### src/rtl/seg7_pkg.sv
// Shared types, constants and the hex-to-segment decode for the 7-segment scan controller.
package seg7_pkg;

    typedef enum logic [1:0] {
        DIG0 = 2'd0,
        DIG1 = 2'd1,
        DIG2 = 2'd2,
        DIG3 = 2'd3
    } digit_state_t;

    localparam logic [6:0] SEG_BLANK = 7'h7F;
    localparam logic [3:0] AN_OFF    = 4'hF;

    // Active-low {g,f,e,d,c,b,a} pattern for one hex nibble.
    function automatic logic [6:0] hex_to_seg(input logic [3:0] nibble);
        logic [6:0] pattern;
        case (nibble)
            4'h0:    pattern = 7'h40;
            4'h1:    pattern = 7'h79;
            4'h2:    pattern = 7'h24;
            4'h3:    pattern = 7'h30;
            4'h4:    pattern = 7'h19;
            4'h5:    pattern = 7'h12;
            4'h6:    pattern = 7'h02;
            4'h7:    pattern = 7'h78;
            4'h8:    pattern = 7'h00;
            4'h9:    pattern = 7'h10;
            4'hA:    pattern = 7'h08;
            4'hB:    pattern = 7'h03;
            4'hC:    pattern = 7'h46;
            4'hD:    pattern = 7'h21;
            4'hE:    pattern = 7'h06;
            default: pattern = 7'h0E;
        endcase
        return pattern;
    endfunction

endpackage

### src/rtl/hex_to_seg7.sv
// Combinational nibble-to-segment decoder built on the shared package function.
module hex_to_seg7
    import seg7_pkg::*;
(
    input  logic [3:0] nibble,
    output logic [6:0] seg
);

    assign seg = hex_to_seg(nibble);

endmodule

### src/rtl/seg7_scan_ctrl.sv
// Four-digit multiplexed 7-segment scan controller with frame-synchronous value
// commit, per-slot anode guard time and optional leading-zero suppression.
module seg7_scan_ctrl
    import seg7_pkg::*;
#(
    parameter int REFRESH_DIV      = 100_000,
    parameter int GUARD_CYCLES     = 16,
    parameter int BLANK_LEAD_ZEROS = 1
) (
    input  logic        clk,
    input  logic        rst,
    input  logic        enable,
    input  logic [15:0] value_in,
    input  logic        value_load,
    input  logic [3:0]  dp_in,
    output logic [3:0]  an,
    output logic [6:0]  seg,
    output logic        dp,
    output logic        frame_done
);

    localparam int             CW        = (REFRESH_DIV > 1) ? $clog2(REFRESH_DIV) : 1;
    localparam logic [CW-1:0]  CNT_LAST  = CW'(REFRESH_DIV - 1);
    localparam logic [CW-1:0]  GUARD_END = CW'(GUARD_CYCLES);

    logic [CW-1:0] cnt;
    digit_state_t  state;
    digit_state_t  state_next;
    logic [1:0]    idx;

    logic [15:0]   pending;
    logic [15:0]   display;
    logic          pend_flag;

    logic          slot_wrap;
    logic          frame_wrap;
    logic          commit_now;

    logic [3:0]    lz_blank;
    logic [3:0]    digit_nibble;
    logic [6:0]    digit_seg;

    logic [3:0]    an_next;
    logic [6:0]    seg_next;
    logic          dp_next;
    logic          frame_done_next;

    assign idx          = state;
    assign slot_wrap    = (cnt == CNT_LAST);
    assign frame_wrap   = slot_wrap && (state == DIG3);
    assign commit_now   = !enable || frame_wrap;
    assign digit_nibble = display[{idx, 2'b00} +: 4];

    hex_to_seg7 u_decode (
        .nibble (digit_nibble),
        .seg    (digit_seg)
    );

    // Slot counter: runs through one digit slot and restarts; held at zero while disabled.
    always_ff @(posedge clk) begin
        if (rst) begin
            cnt <= '0;
        end else if (!enable || slot_wrap) begin
            cnt <= '0;
        end else begin
            cnt <= cnt + CW'(1);
        end
    end

    // Digit FSM state register.
    always_ff @(posedge clk) begin
        if (rst) begin
            state <= DIG0;
        end else begin
            state <= state_next;
        end
    end

    // Next digit: step once per slot wrap, park on DIG0 while disabled.
    always_comb begin
        state_next = state;
        if (!enable) begin
            state_next = DIG0;
        end else if (slot_wrap) begin
            case (state)
                DIG0:    state_next = DIG1;
                DIG1:    state_next = DIG2;
                DIG2:    state_next = DIG3;
                default: state_next = DIG0;
            endcase
        end
    end

    // Double buffer: loads go to pending, which is copied to display only at a frame wrap or while dark.
    always_ff @(posedge clk) begin
        if (rst) begin
            pending   <= '0;
            display   <= '0;
            pend_flag <= 1'b0;
        end else begin
            if (value_load) begin
                pending <= value_in;
            end
            if (commit_now) begin
                if (value_load) begin
                    display <= value_in;
                end else if (pend_flag) begin
                    display <= pending;
                end
                pend_flag <= 1'b0;
            end else if (value_load) begin
                pend_flag <= 1'b1;
            end
        end
    end

    // Leading-zero mask: digit k goes dark when it and every digit to its left are zero.
    always_comb begin
        lz_blank = 4'b0000;
        if (BLANK_LEAD_ZEROS != 0) begin
            lz_blank[1] = (display[15:4]  == 12'h000);
            lz_blank[2] = (display[15:8]  == 8'h00);
            lz_blank[3] = (display[15:12] == 4'h0);
        end
    end

    // Pin values for the current counter/state, all dark during the guard window or when disabled.
    always_comb begin
        an_next         = AN_OFF;
        seg_next        = SEG_BLANK;
        dp_next         = 1'b1;
        frame_done_next = 1'b0;
        if (enable) begin
            frame_done_next = frame_wrap;
            if (cnt >= GUARD_END) begin
                an_next  = ~(4'b0001 << idx);
                seg_next = lz_blank[idx] ? SEG_BLANK : digit_seg;
                dp_next  = ~dp_in[idx];
            end
        end
    end

    // Output registers give glitch-free pins one cycle behind the counter and state.
    always_ff @(posedge clk) begin
        if (rst) begin
            an         <= AN_OFF;
            seg        <= SEG_BLANK;
            dp         <= 1'b1;
            frame_done <= 1'b0;
        end else begin
            an         <= an_next;
            seg        <= seg_next;
            dp         <= dp_next;
            frame_done <= frame_done_next;
        end
    end

endmodule

### config.mk
export PLATFORM = sky130hd
export DESIGN_NAME = seg7_scan_ctrl
export DESIGN_NICKNAME = d
export VERILOG_FILES = /design/src/rtl/seg7_pkg.sv /design/src/rtl/hex_to_seg7.sv /design/src/rtl/seg7_scan_ctrl.sv
export SDC_FILE = /design/constraint.sdc
export NUM_CORES = 1
export LEC_CHECK = 0
export ABC_CLOCK_PERIOD_IN_PS = 4450
export CAP_MARGIN = 40
export CORE_MARGIN = 2
export CORE_UTILIZATION = 40
export CTS_BUF_LIST = sky130_fd_sc_hd__clkbuf_2
export CTS_CLUSTER_SIZE = 20
export DETAILED_ROUTE_END_ITERATION = 10
export SLEW_MARGIN = 10
export SYNTH_ARGS = -nofsm -noshare
export SYNTH_HDL_FRONTEND = slang
export SYNTH_SLANG_ARGS = --single-unit
### constraint.sdc
create_clock -name clk -period 4.45 [get_ports clk]
set_input_delay 0.6675 -clock clk [delete_from_list [all_inputs] [get_ports clk]]
set_output_delay 0.6675 -clock clk [all_outputs]
set_load 0.03 [all_outputs]
==> impl_metrics.toml <==
[global_route]
grt_usage = 0.148
antenna_found_initial = 0
met2_usage = 0.230
gr-usage-met3 = 0.0604
grt-busiest-layer = "met2"
gr-total-overflow = 0
grt_max_degree = 35
grt_pass1_vias = 2139
use_met1 = 0.192
grt_pass1_wl_um = 9760

[pwr]
power_leakage_nw = 1.30
ir_drop_uv = 159
cellPowerDensity_nw_per_um2 = 280

[sta]
final.period_utilization = 0.533
setup_violations = 0
rsz0062_at_grt = "false"
slew_headroom = 0.553
skew_ns = 0.0201
finalMaxSlewViolations = 0
tightestPinTransition_ns = 0.669
fin_crit_ns = 2.37
report.final.hold_viol_count = 0
fmax_ghz = 0.422
setup_tns_ns = 0

[yosys]
synth_area_um2 = 2960
synth_area_leaders = "dfxtp_1 (44%), mux2i_1 (6.4%), nor2_1 (6.1%)"
synthMuxAreaShare = 0.115
synth_ff_type = "dfxtp_1"
synthTopCellsByCount = "dfxtp_1 (65), nor2_1 (48), nand2_1 (37)"
synth_top_family_by_area = "simple AND/OR/NAND/NOR gates"
seq_area_frac_synth = 0.440
synth_cell_type_count = 43
yosysWarnings = 0
synth_compound_area_frac = 0.0943
netlist_instances = 318
post-synth-top-area-cell = "dfxtp_1"
synthArstFlopShare = 0
synth-seq-cells = 65
synth-adder-area-share = 0.0508
synth_top_cell_area_share = 0.440
synth_nets = 354
yosysMostFrequentCell = "dfxtp_1"
synthSimpleGateAreaFrac = 0.209
synth_edf_count = 0
synth_xor_area_frac = 0.0503
syn_avg_cell_area_um2 = 9.30

[placed_design]
post-place-cells = 444
hpwl_um = 3950
port_buffers = 36
routabilityCongestion = 0.780

[floorplanning]
core_um2 = 7210
die_y_um = 90.0
initial_core_util = 0.410
dieWidth_um = 90.0
ios = 37
die-area_um2 = 8100
placementRows = 31

[route]
first_pass_iters = 4
drt_iter0_drc = 77
vias = 2198
drt_wl_total_um = 5560
ant_nets = 0
wl_per_cell_um = 12.1
drc = 0
via_per_inst = 4.79

[final_layout]
fin_cells = 459
drive_above_1_share = 0.0889
num_antenna_cells = 0
synthToLayoutAreaGrowth_pct = 16.9
fin_nets = 392

[cts]
clock-sinks = 65
cts_tree = "done"
clk_pin_slew_ns = 0.16
post_cts_resized = 0
clk_latency_ns = 0.49
cts_buffers = 9
cts_hold_buffers = 0
cts_setup_buffers = 0
htreeDepth = 3
root_buffer = "clkbuf_2"
cts_buffer_depth = 2

[worst_setup_path]
cp.depth = 7
r2r_end = "seg[0]"
worstSetupStartpointType = "flop"
slowest_stage = "dfxtp_1"
crit_family = "flip-flops"
critPathKind = "flop to flop"
crit_start = "idx[0]"
endpoint_kind = "flop"
required_ns = 4.87
crit_top_cell = "nor2_1"
r2r_slack_ns = 2.08
critPathMaxStageDelay_ns = 0.78
r2r_start = "idx[0]"
path_cells = "mux4_2 > inv_1 > ha_1 > nor2_1 > a211oi_1 > nor2_1 > o21ai_1"
crit_arrival_ns = 2.79
r2r_cells = 7
crit_end = "seg[0]"
critical_path.max_fanout = 15
cp_num_buf_inv = 1

[run]
cap_violations = 0

[status]
status = "completed"

[worst_hold_path]
hold_class = "flop to flop"
## final cells by class
type	instances	area, um2
fill	723	3760
multi-input combinational	230	1530
sequential	65	1300
timing repair buffer	39	383
tap	99	124
clock buffer	10	50.0
inverter	11	41.3
clock inverter	5	23.8
## sequential cells by signal, indices dropped and copies added (netlist names)
name,count
an,4
cnt,17
display,16
dp,1
frame_done,1
idx,2
pend_flag,1
pending,16
seg,7
## per-layer routing
layer  wire length, um  share of wire
met5                 0              0
met4                94          0.017
met3               277          0.050
met2              2450           0.44
met1              2740           0.49
## power by group
part	switching, mW	total, mW	internal, mW
sequential	0.00924	0.608	0.599
combinational	0.0463	0.0953	0.0491
clock	0.196	0.264	0.0674
total	0.252	0.967	0.716
## metrics by stage
step / worst slack (ns) / power, mW / hold slack (ns) / utilization / instance area (um2)
2_1_floorplan: 2.46 / 0.683 / 0.430 / - / 2960
3_3_place_gp: 2.01 / 0.716 / 0.449 / 0.469 / 3380
3_5_place_dp: 1.96 / 0.717 / 0.462 / 0.469 / 3380
4_1_cts: 2.05 / 0.985 / 0.492 / 0.479 / 3460
5_1_grt: 1.84 / 1.02 / 0.518 / 0.479 / 3460
6_report: 2.08 / 0.967 / 0.490 / 0.479 / 3460
## cells in the final DEF, fill, tap and decap left out, types with 2 or more instances in the layout
| cell type | Yosys | routed |
|---|---|---|
| o21ai_1 | 17 | 17 |
| nand4_1 | 2 | 2 |
| inv_1 | 11 | 11 |
| a211oi_1 | 3 | 3 |
| mux2i_1 | 19 | 19 |
| nor3_1 | 4 | 4 |
| clkbuf_2 | 0 | 10 |
| nand2_1 | 37 | 37 |
| xnor2_1 | 12 | 12 |
| xor2_1 | 5 | 5 |
| a22oi_1 | 2 | 2 |
| a21oi_1 | 5 | 5 |
| o211ai_1 | 3 | 3 |
| ha_1 | 12 | 12 |
| mux4_2 | 4 | 4 |
| and3_1 | 4 | 4 |
| clkdlybuf4s50_1 | 0 | 36 |
| buf_4 | 3 | 3 |
| nor3_2 | 2 | 2 |
| or4_1 | 2 | 2 |
| nand3_1 | 8 | 8 |
| o21ai_0 | 4 | 4 |
| clkinv_2 | 0 | 4 |
| mux2_2 | 4 | 4 |
| dfxtp_1 | 65 | 65 |
| nand2b_1 | 18 | 18 |
| nor2_1 | 48 | 48 |
## worst min-delay path, cell delays in order (launching register included)
cell      delay (ns)
dfxtp_1         0.35
nand2b_1        0.07
o21ai_1         0.05
## cells by family (layout without fill, tap and decap cells)
| group | after synthesis | in the layout |
|---|---|---|
| and+or+nand+nor | 131 | 131 |
| muxes | 28 | 28 |
| AOI/OAI and AO/OA | 42 | 42 |
| DFF | 65 | 65 |
| xor gates and xnor gates | 17 | 17 |
| buffers and inverters | 23 | 65 |
| adders and majority gates | 12 | 12 |
## worst min-delay path by stage
stage                        endpoint  slack, ns   startpoint  cells after the start
after floorplan                cnt[0]       0.43       cnt[0]                      1
after global placement         cnt[0]       0.45       cnt[0]                      1
after detailed placement       cnt[0]       0.46       cnt[0]                      1
after CTS                  display[1]       0.49   display[1]                      2
after global routing      display[12]       0.52  display[12]                      2
final                      display[1]       0.49   display[1]                      2
(Power assumes the default switching activity.)
